===== src/rtl/digital_clock_pkg.sv =====
// Shared constants and types for the BCD time-of-day counter.
package digital_clock_pkg;

  localparam logic [7:0] SEC_MAX  = 8'h59;
  localparam logic [7:0] MIN_MAX  = 8'h59;
  localparam logic [7:0] HOUR_MAX = 8'h23;

  typedef struct packed {
    logic [3:0] tens;
    logic [3:0] ones;
  } bcd2_t;

  // Next packed-BCD value; wraps to zero after the terminal value.
  function automatic bcd2_t bcd2_next(input bcd2_t cur, input logic [7:0] max);
    bcd2_t nxt;
    nxt = cur;
    if (cur == bcd2_t'(max)) begin
      nxt = '0;
    end else if (cur.ones == 4'd9) begin
      nxt.ones = 4'd0;
      nxt.tens = cur.tens + 4'd1;
    end else begin
      nxt.ones = cur.ones + 4'd1;
    end
    return nxt;
  endfunction

endpackage


===== src/rtl/bcd2_counter.sv =====
// Two-digit packed-BCD counter with a terminal value; carry is combinational so
// a chain of these updates every field on the same edge.
module bcd2_counter
  import digital_clock_pkg::*;
#(
  parameter logic [7:0] MAX = 8'h59
) (
  input  logic       clk,
  input  logic       resetn,
  input  logic       inc_en,
  output logic [7:0] value,
  output logic       carry_out
);

  bcd2_t value_q, value_d;

  always_comb begin
    value_d = value_q;
    if (inc_en) begin
      value_d = bcd2_next(value_q, MAX);
    end
  end

  always_ff @(posedge clk or negedge resetn) begin
    if (!resetn) begin
      value_q <= '0;
    end else begin
      value_q <= value_d;
    end
  end

  assign value     = value_q;
  assign carry_out = inc_en && (value_q == bcd2_t'(MAX));

endmodule


===== src/rtl/digital_clock.sv =====
// 24-hour BCD time-of-day counter: prescaler drives a seconds/minutes/hours
// chain of two-digit BCD counters.
module digital_clock
  import digital_clock_pkg::*;
#(
  parameter int unsigned TICKS_PER_SEC = 1
) (
  input  logic       clk,
  input  logic       resetn,
  output logic [7:0] sec,
  output logic [7:0] minute,
  output logic [7:0] hour
);

  localparam int unsigned PW = (TICKS_PER_SEC > 1) ? $clog2(TICKS_PER_SEC) : 1;
  localparam logic [PW-1:0] PRESC_LAST = PW'(TICKS_PER_SEC - 1);

  logic [PW-1:0] presc_q, presc_d;
  logic          tick;
  logic          sec_carry, min_carry, hour_carry;

  // With one tick per second the prescaler sits at zero and tick is always set.
  assign tick = (presc_q == PRESC_LAST);

  always_comb begin
    presc_d = presc_q + PW'(1);
    if (tick) begin
      presc_d = '0;
    end
  end

  always_ff @(posedge clk or negedge resetn) begin
    if (!resetn) begin
      presc_q <= '0;
    end else begin
      presc_q <= presc_d;
    end
  end

  bcd2_counter #(
    .MAX(SEC_MAX)
  ) u_sec (
    .clk      (clk),
    .resetn   (resetn),
    .inc_en   (tick),
    .value    (sec),
    .carry_out(sec_carry)
  );

  bcd2_counter #(
    .MAX(MIN_MAX)
  ) u_min (
    .clk      (clk),
    .resetn   (resetn),
    .inc_en   (sec_carry),
    .value    (minute),
    .carry_out(min_carry)
  );

  bcd2_counter #(
    .MAX(HOUR_MAX)
  ) u_hour (
    .clk      (clk),
    .resetn   (resetn),
    .inc_en   (min_carry),
    .value    (hour),
    .carry_out(hour_carry)
  );

  // The day wrap needs no downstream consumer.
  logic unused_hour_carry;
  assign unused_hour_carry = hour_carry;

endmodule


===== config.mk =====
export PLATFORM = sky130hd
export DESIGN_NAME = digital_clock
export DESIGN_NICKNAME = d
export VERILOG_FILES = /design/src/rtl/digital_clock_pkg.sv /design/src/rtl/bcd2_counter.sv /design/src/rtl/digital_clock.sv
export SDC_FILE = /design/constraint.sdc
export NUM_CORES = 1
export LEC_CHECK = 0
export ABC_AREA = 1
export BUFFER_PORTS_ARGS = -buffer_cell sky130_fd_sc_hd__clkbuf_2
export CAP_MARGIN = 0
export CORE_ASPECT_RATIO = 1.2
export CORE_UTILIZATION = 40
export CTS_CLUSTER_SIZE = 25
export DETAILED_ROUTE_END_ITERATION = 7
export MAX_ROUTING_LAYER = met4
export PLACE_DENSITY_LB_ADDON = 0.25
export SETUP_SLACK_MARGIN = 0.02
export SKIP_LAST_GASP = 1
export SLEW_MARGIN = 10
export SYNTH_ARGS = -nofsm -noshare
export SYNTH_HDL_FRONTEND = slang
export SYNTH_SLANG_ARGS = --single-unit

===== constraint.sdc =====
create_clock -name clk -period 1.85 [get_ports clk]
set_clock_uncertainty 0.2 [all_clocks]
set_input_delay 0.0925 -clock clk [delete_from_list [all_inputs] [get_ports clk]]
set_output_delay 0.0925 -clock clk [all_outputs]
set_load 0.02 [all_outputs]

== After elaboration in Yosys (flattened, before gate mapping) ==
Index checks and enable logic that the tools add are counted.

* Output and inout bits: 24
* Input bits: 2
* Flip-flop bits (word level): 25

* Add/sub/neg operators: 7
* Reduce and logical (&&, ||, !) cells: 8
* Multiplexer cells: 10
* Bitwise logic cells: 1
* Eq/ne operators: 6

{| class="wikitable"
|+ Operator list
! cell !! number
|-
| adder 4 x 1 -> 4 bit, second input constant || 6
|-
| 2-to-1 mux 4 bit || 6
|-
| 2-to-1 mux 8 bit || 3
|-
| == test 8 x 7 -> 1 bit, second input constant || 2
|-
| == test 4 bit, second input constant || 3
|-
| == test 8 x 6 -> 1 bit, second input constant || 1
|-
| AND reduction 2 bit || 3
|-
| nonzero test 2 bit || 3
|-
| logical AND 1 bit || 2
|-
| adder 1 bit, second input constant || 1
|-
| 2-to-1 mux 1 bit || 1
|-
| NOT 1 bit || 1
|}

== Longest topological paths before layout ==
* Word-level depth: 4
* Gate-level depth with buffers: 9
* Depth with buffers taken out: 9

== Modules after synthesis ==
A second synthesis with hierarchy kept.

* Cell total of the unflattened synthesis: 172
* Area total of the unflattened synthesis: 1375.1 um^2

{| class="wikitable"
|+ Modules (own cells, without submodules)
! module !! area an instance (um^2) !! instances !! cells an instance !! seq. area each (um^2)
|-
| bcd2_counter at u_min ... || 424.2 || 2 || 53 || 200.2
|-
| bcd2_counter at u_hour || 523.0 || 1 || 65 || 200.2
|-
| digital_clock || 3.8 || 1 || 1 || 0.0
|}

== Worst setup path before layout ==
No wires, ideal clock.

* Kind: register to register
* From: reg u_hour.value_q, in the netlist u_hour.value[0]
* To: reg u_hour.value_q, in the netlist u_hour.value[6]
* Stages on the path, launching flop included: 9
* Clock period less this slack: 1.661 ns
* Arrival time: 1.343 ns
* Setup time: 0.118 ns
* Path buffers: 0
* Data required time: 1.532 ns
* Slack: 0.189 ns
* Cell sequence: dfrtp_1 -> ha_1 -> nand2_1 -> inv_1 -> nand3_1 -> nand2_1 -> nand3_2 -> nand2_1 -> nand2_1

* Cells in the longest elaborated chain, start to end: 3
* Elaborated cells between the ends (all ways): 5
* Those cells by class: eq/ne (2); mux (1); reduce/logical (2)

{| class="wikitable"
|+ RTL lines
! element !! line !! RTL
|-
| start, declared || bcd2_counter.sv:15 || <nowiki>bcd2_t value_q, value_d;</nowiki>
|-
| start signal, assigned || bcd2_counter.sv:28 || <nowiki>value_q <= value_d;</nowiki>
|-
| == test 8 x 6 -> 1 bit or == test 4 bit (tied branches) || n/a ||
|-
| nonzero test 2 bit (no line) || n/a ||
|-
| AND reduction 2 bit (no line) || n/a ||
|}

Parallel ways exist; a longest one is shown, timed or not.
A chain may end at the register's enable or synchronous reset.

== Final worst setup path ==
* From: reg u_hour.value_q, in the netlist u_hour.value[4]
* To: reg u_hour.value_q, in the netlist u_hour.value[4]

* Cells in the longest elaborated chain, start to end: 3
* Elaborated cells between the ends (all ways): 6
* Those cells by class: add/sub (1); eq/ne (1); mux (2); reduce/logical (2)

{| class="wikitable"
|+ RTL lines
! element
|-
| adder 4 x 1 -> 4 bit or == test 8 x 6 -> 1 bit (tied branches)
|-
| 2-to-1 mux 4 bit or nonzero test 2 bit (tied branches)
|-
| 2-to-1 mux 8 bit or AND reduction 2 bit (tied branches)
|}

Parallel ways exist; a longest one is shown, timed or not. The select of a mux whose other input is x is not followed.

==> metrics.md <==
| Metric | Value |
|---|---|
| Largest net degree at the start of global routing | `25` |
| Avg Vias per Cell | `4.90` |
| RSZ-0062 raised after global routing | `false` |
| P&R area growth vs syn | `18.4%` |
| First-pass GRT wire length | `4.98 mm` |
| Worst Max-Slew Pin Slew | `604 ps` |
| Status | `finished, violations left` |
| Fin crit share | `0.903` |
| Seq cells post-synth | `24` |
| Vias in the first global route | `1,138` |
| Fin. Hold Viols | `0` |
| Cell mode on critical path | `nand2_1` |
| CTS tree | `built` |
| WL per Instance | `approximately 11 µm` |
| Initial antenna violation count | `0` |
| Syn Nets | `~190` |
| Critical path arrival | `1630 ps` |
| Final Cell Area | `0.00173 mm²` |
| Die height | `68.2 µm` |
| Max-slew violation count | `0` |
| Critical path launch point type | `flop` |
| GRT Total Usage | `0.171` |
| Core area | `0.00342 mm²` |
| Ant diodes | `0` |
| CP max stage cell | `dfrtp_1` |
| Setup Slack @ Placement | `about 67 ps` |
| CP max stage delay | `about 440 ps` |
| DRT Pass-1 Iters | `6` |
| Cell Chain, Critical Path | `inv_1, ha_1, nand2_1, inv_1, nand3_1, nand2_4, nand3_2, nand2_1, nand2_1` |
| Crit Path Category | `flop to flop` |
| CTS Root Cell | `clkbuf_8` |
| Maximum vdd drop | `between 0.15 and 0.2 mV` |
| Buffers added on ports | `25` |
| Synth Warn # | `0` |
| Max H-tree Level | `1` |
| Inst Count DP | `roughly 240` |
| FP Rows | `23` |
| Setup TNS | `0 ps` |
| CTS sink cnt | `24` |
| Vias | `1,196` |
| Syn Inst Count | `173` |
| Clk buf depth | `2` |
| Initial DRC Count | `46` |
| Kind of end point of the critical path | `flop` |
| Grt ovf | `0` |
| Final WS setup | `180 ps` |
| Register area share after synthesis | `0.411` |
| GPL Wtd Cong | `roughly 0.8` |
| Skew-Pair Late Insertion Delay | `260 ps` |
| Violated checks | `design-rule violations` |
| Layout cells sized above 1 | `0.246` |
| Syn Std Cell Area | `about 0.0015 mm²` |
| Die ar. | `0.00390 mm²` |
| Syn avg cell area | `between 8 and 9 µm²` |
| Leakage power | `0.952 nW` |
| Final min period | `around 1700 ps` |
| CTS buffer count | `3` |
| Hold crit path type | `input port to asynchronous set/reset pin` |
| MaxCap Viol Count | `0` |
| Antenna-violating nets left | `0` |
| Worst EP required | `1810 ps` |
| I/O pin count | `26` |
| Half-perimeter wire length after placement | `2.02 mm` |
| Achievable Freq | `599 MHz` |
| DRC | `4` |
| Die X | `57.2 µm` |
| Routed WL | `approximately 2.8 mm` |
| Crit-path max FO | `5` |
| Power per standard cell area | `490 mW/mm²` |
| CTS clock-pin slew for the worst setup and hold paths | `around 80 ps` |
| Fin util | `0.505` |
| Relative slew slack | `0.597` |
| Area after DPL | `between 0.0015 and 0.002 mm²` |
| Fillers | `343` |
| Count of final setup violators | `0` |
| Layout Nets | `223` |
| Post-synth cell types | `22` |
| Initial Util | `0.426` |
| Final Non-Filler Cells | `244` |
final timing paths:
kind | start | to | slack [ps] | cells after the start
setup reg to reg | u_hour.value[4] | u_hour.value[4] | 180 | 9
hold / removal | resetn | u_min.value[6] | 160 | 2
min in group clk | u_sec.value[0] | u_sec.value[0] | 330 | 1
hold reg to reg | u_sec.value[0] | u_sec.value[0] | 330 | 1
max in group asynchronous | resetn | u_hour.value[0] | 860 | 2
setup / recovery | u_hour.value[4] | u_hour.value[4] | 180 | 9
power by group:
group	switching, mW	internal [mW]	leakage (nW)
Sequential	0	0.524	0.320
Clock	0.166	0.146	0.0216
Combinational	0.0102	0.00209	0.610
synthesized netlist by cell type:
cell | instances | area, µm²
inv_2 | 2 | 7.51
o22ai_1 | 1 | 6.26
inv_1 | 19 | 71.3
dfrtp_1 | 24 | 601
nand4_1 | 4 | 25.0
nand2_4 | 2 | 22.5
a21oi_1 | 4 | 20.0
nand2_2 | 1 | 6.26
nand3_2 | 5 | 50.1
xor2_1 | 2 | 17.5
nor2_8 | 2 | 40.0
o31ai_1 | 1 | 7.51
o21a_1 | 1 | 7.51
nand2_1 | 42 | 158
nor2_1 | 19 | 71.3
nand3_1 | 16 | 80.1
o21ai_0 | 2 | 10.0
ha_1 | 12 | 150
nor2_2 | 1 | 6.26
o21ai_1 | 5 | 25.0
nor2_4 | 3 | 33.8
xnor2_1 | 5 | 43.8
repair_timing:
item / in CTS / in global routing
endpoints found under the setup margin: 0 / 5
hold endpoints to repair: 24 / 0
setup buffers: 0 / 3
resized for setup: 0 / 3
hold buffers: 1 / 0
through the flow:
step | hold slack, ps | power, mW
3_5_place_dp | -64.0 | 0.546
6_report | 160 | 0.848
5_1_grt | 221 | 0.879
3_3_place_gp | -66.0 | 0.546
2_1_floorplan | -403 | 0.535
4_1_cts | 190 | 0.855
state kept, by name (all words and copies together) (netlist names):
name	flops
u_hour.value	8
u_min.value	8
u_sec.value	8
cell usage in the layout, fill, tap and decap left out:
cell type      count
nand2_1           41
dfrtp_2            1
clkbuf_2          25
xor2_1             2
nand3_2            5
ha_1              12
nor2_8             2
o31ai_1            1
nand4_1            4
o22ai_1            1
nor2_4             3
nand2_2            1
dfrtp_1           23
buf_4              5
nor2_1            19
o21a_1             1
nand3_1           16
nand2_4            3
xnor2_1            5
a21oi_1            4
inv_2              2
nor2_2             1
o21ai_1            5
inv_1             19
clkbuf_8           3
o21ai_0            2
dlygate4sd3_1      1
cells by family after synthesis:
group,synth area share
xor+xnor,0.0420
buf+inv,0.0540
compound gates,0.0523
fa+ha+maj,0.103
simple gates,0.338
flops,0.411
critical path, delay by kind of cell (launching register included):
| kind | cells | cell delay (ps) |
|---|---|---|
| simple gates | 6 | 610 |
| buf+inv | 2 | 150 |
| fa+ha+maj | 1 | 170 |
| flops | 1 | 440 |
routing by layer:
| layer | part of all wire | vias to the layer above | routed length [µm] | track usage |
|---|---|---|---|---|
| met2 | 0.49 | 19 | 1350 | 0.282 |
| met5 | 0 | - | 0 | - |
| met3 | 0.032 | 2 | 89 | 0.0340 |
| met4 | 0.0050 | 0 | 14 | 0.0488 |
| li1 | - | 624 | - | - |
| met1 | 0.48 | 551 | 1330 | 0.213 |
layout make-up:
class	instances	area (µm²)	area share
clock buffer	3	41.3	0.0239
inverter	21	78.8	0.0456
multi-input combinational	128	788	0.456
sequential	24	602	0.348
tap	37	46.3	0.0268
timing repair buffer	31	173	0.0999
(Power assumes the default switching activity.)
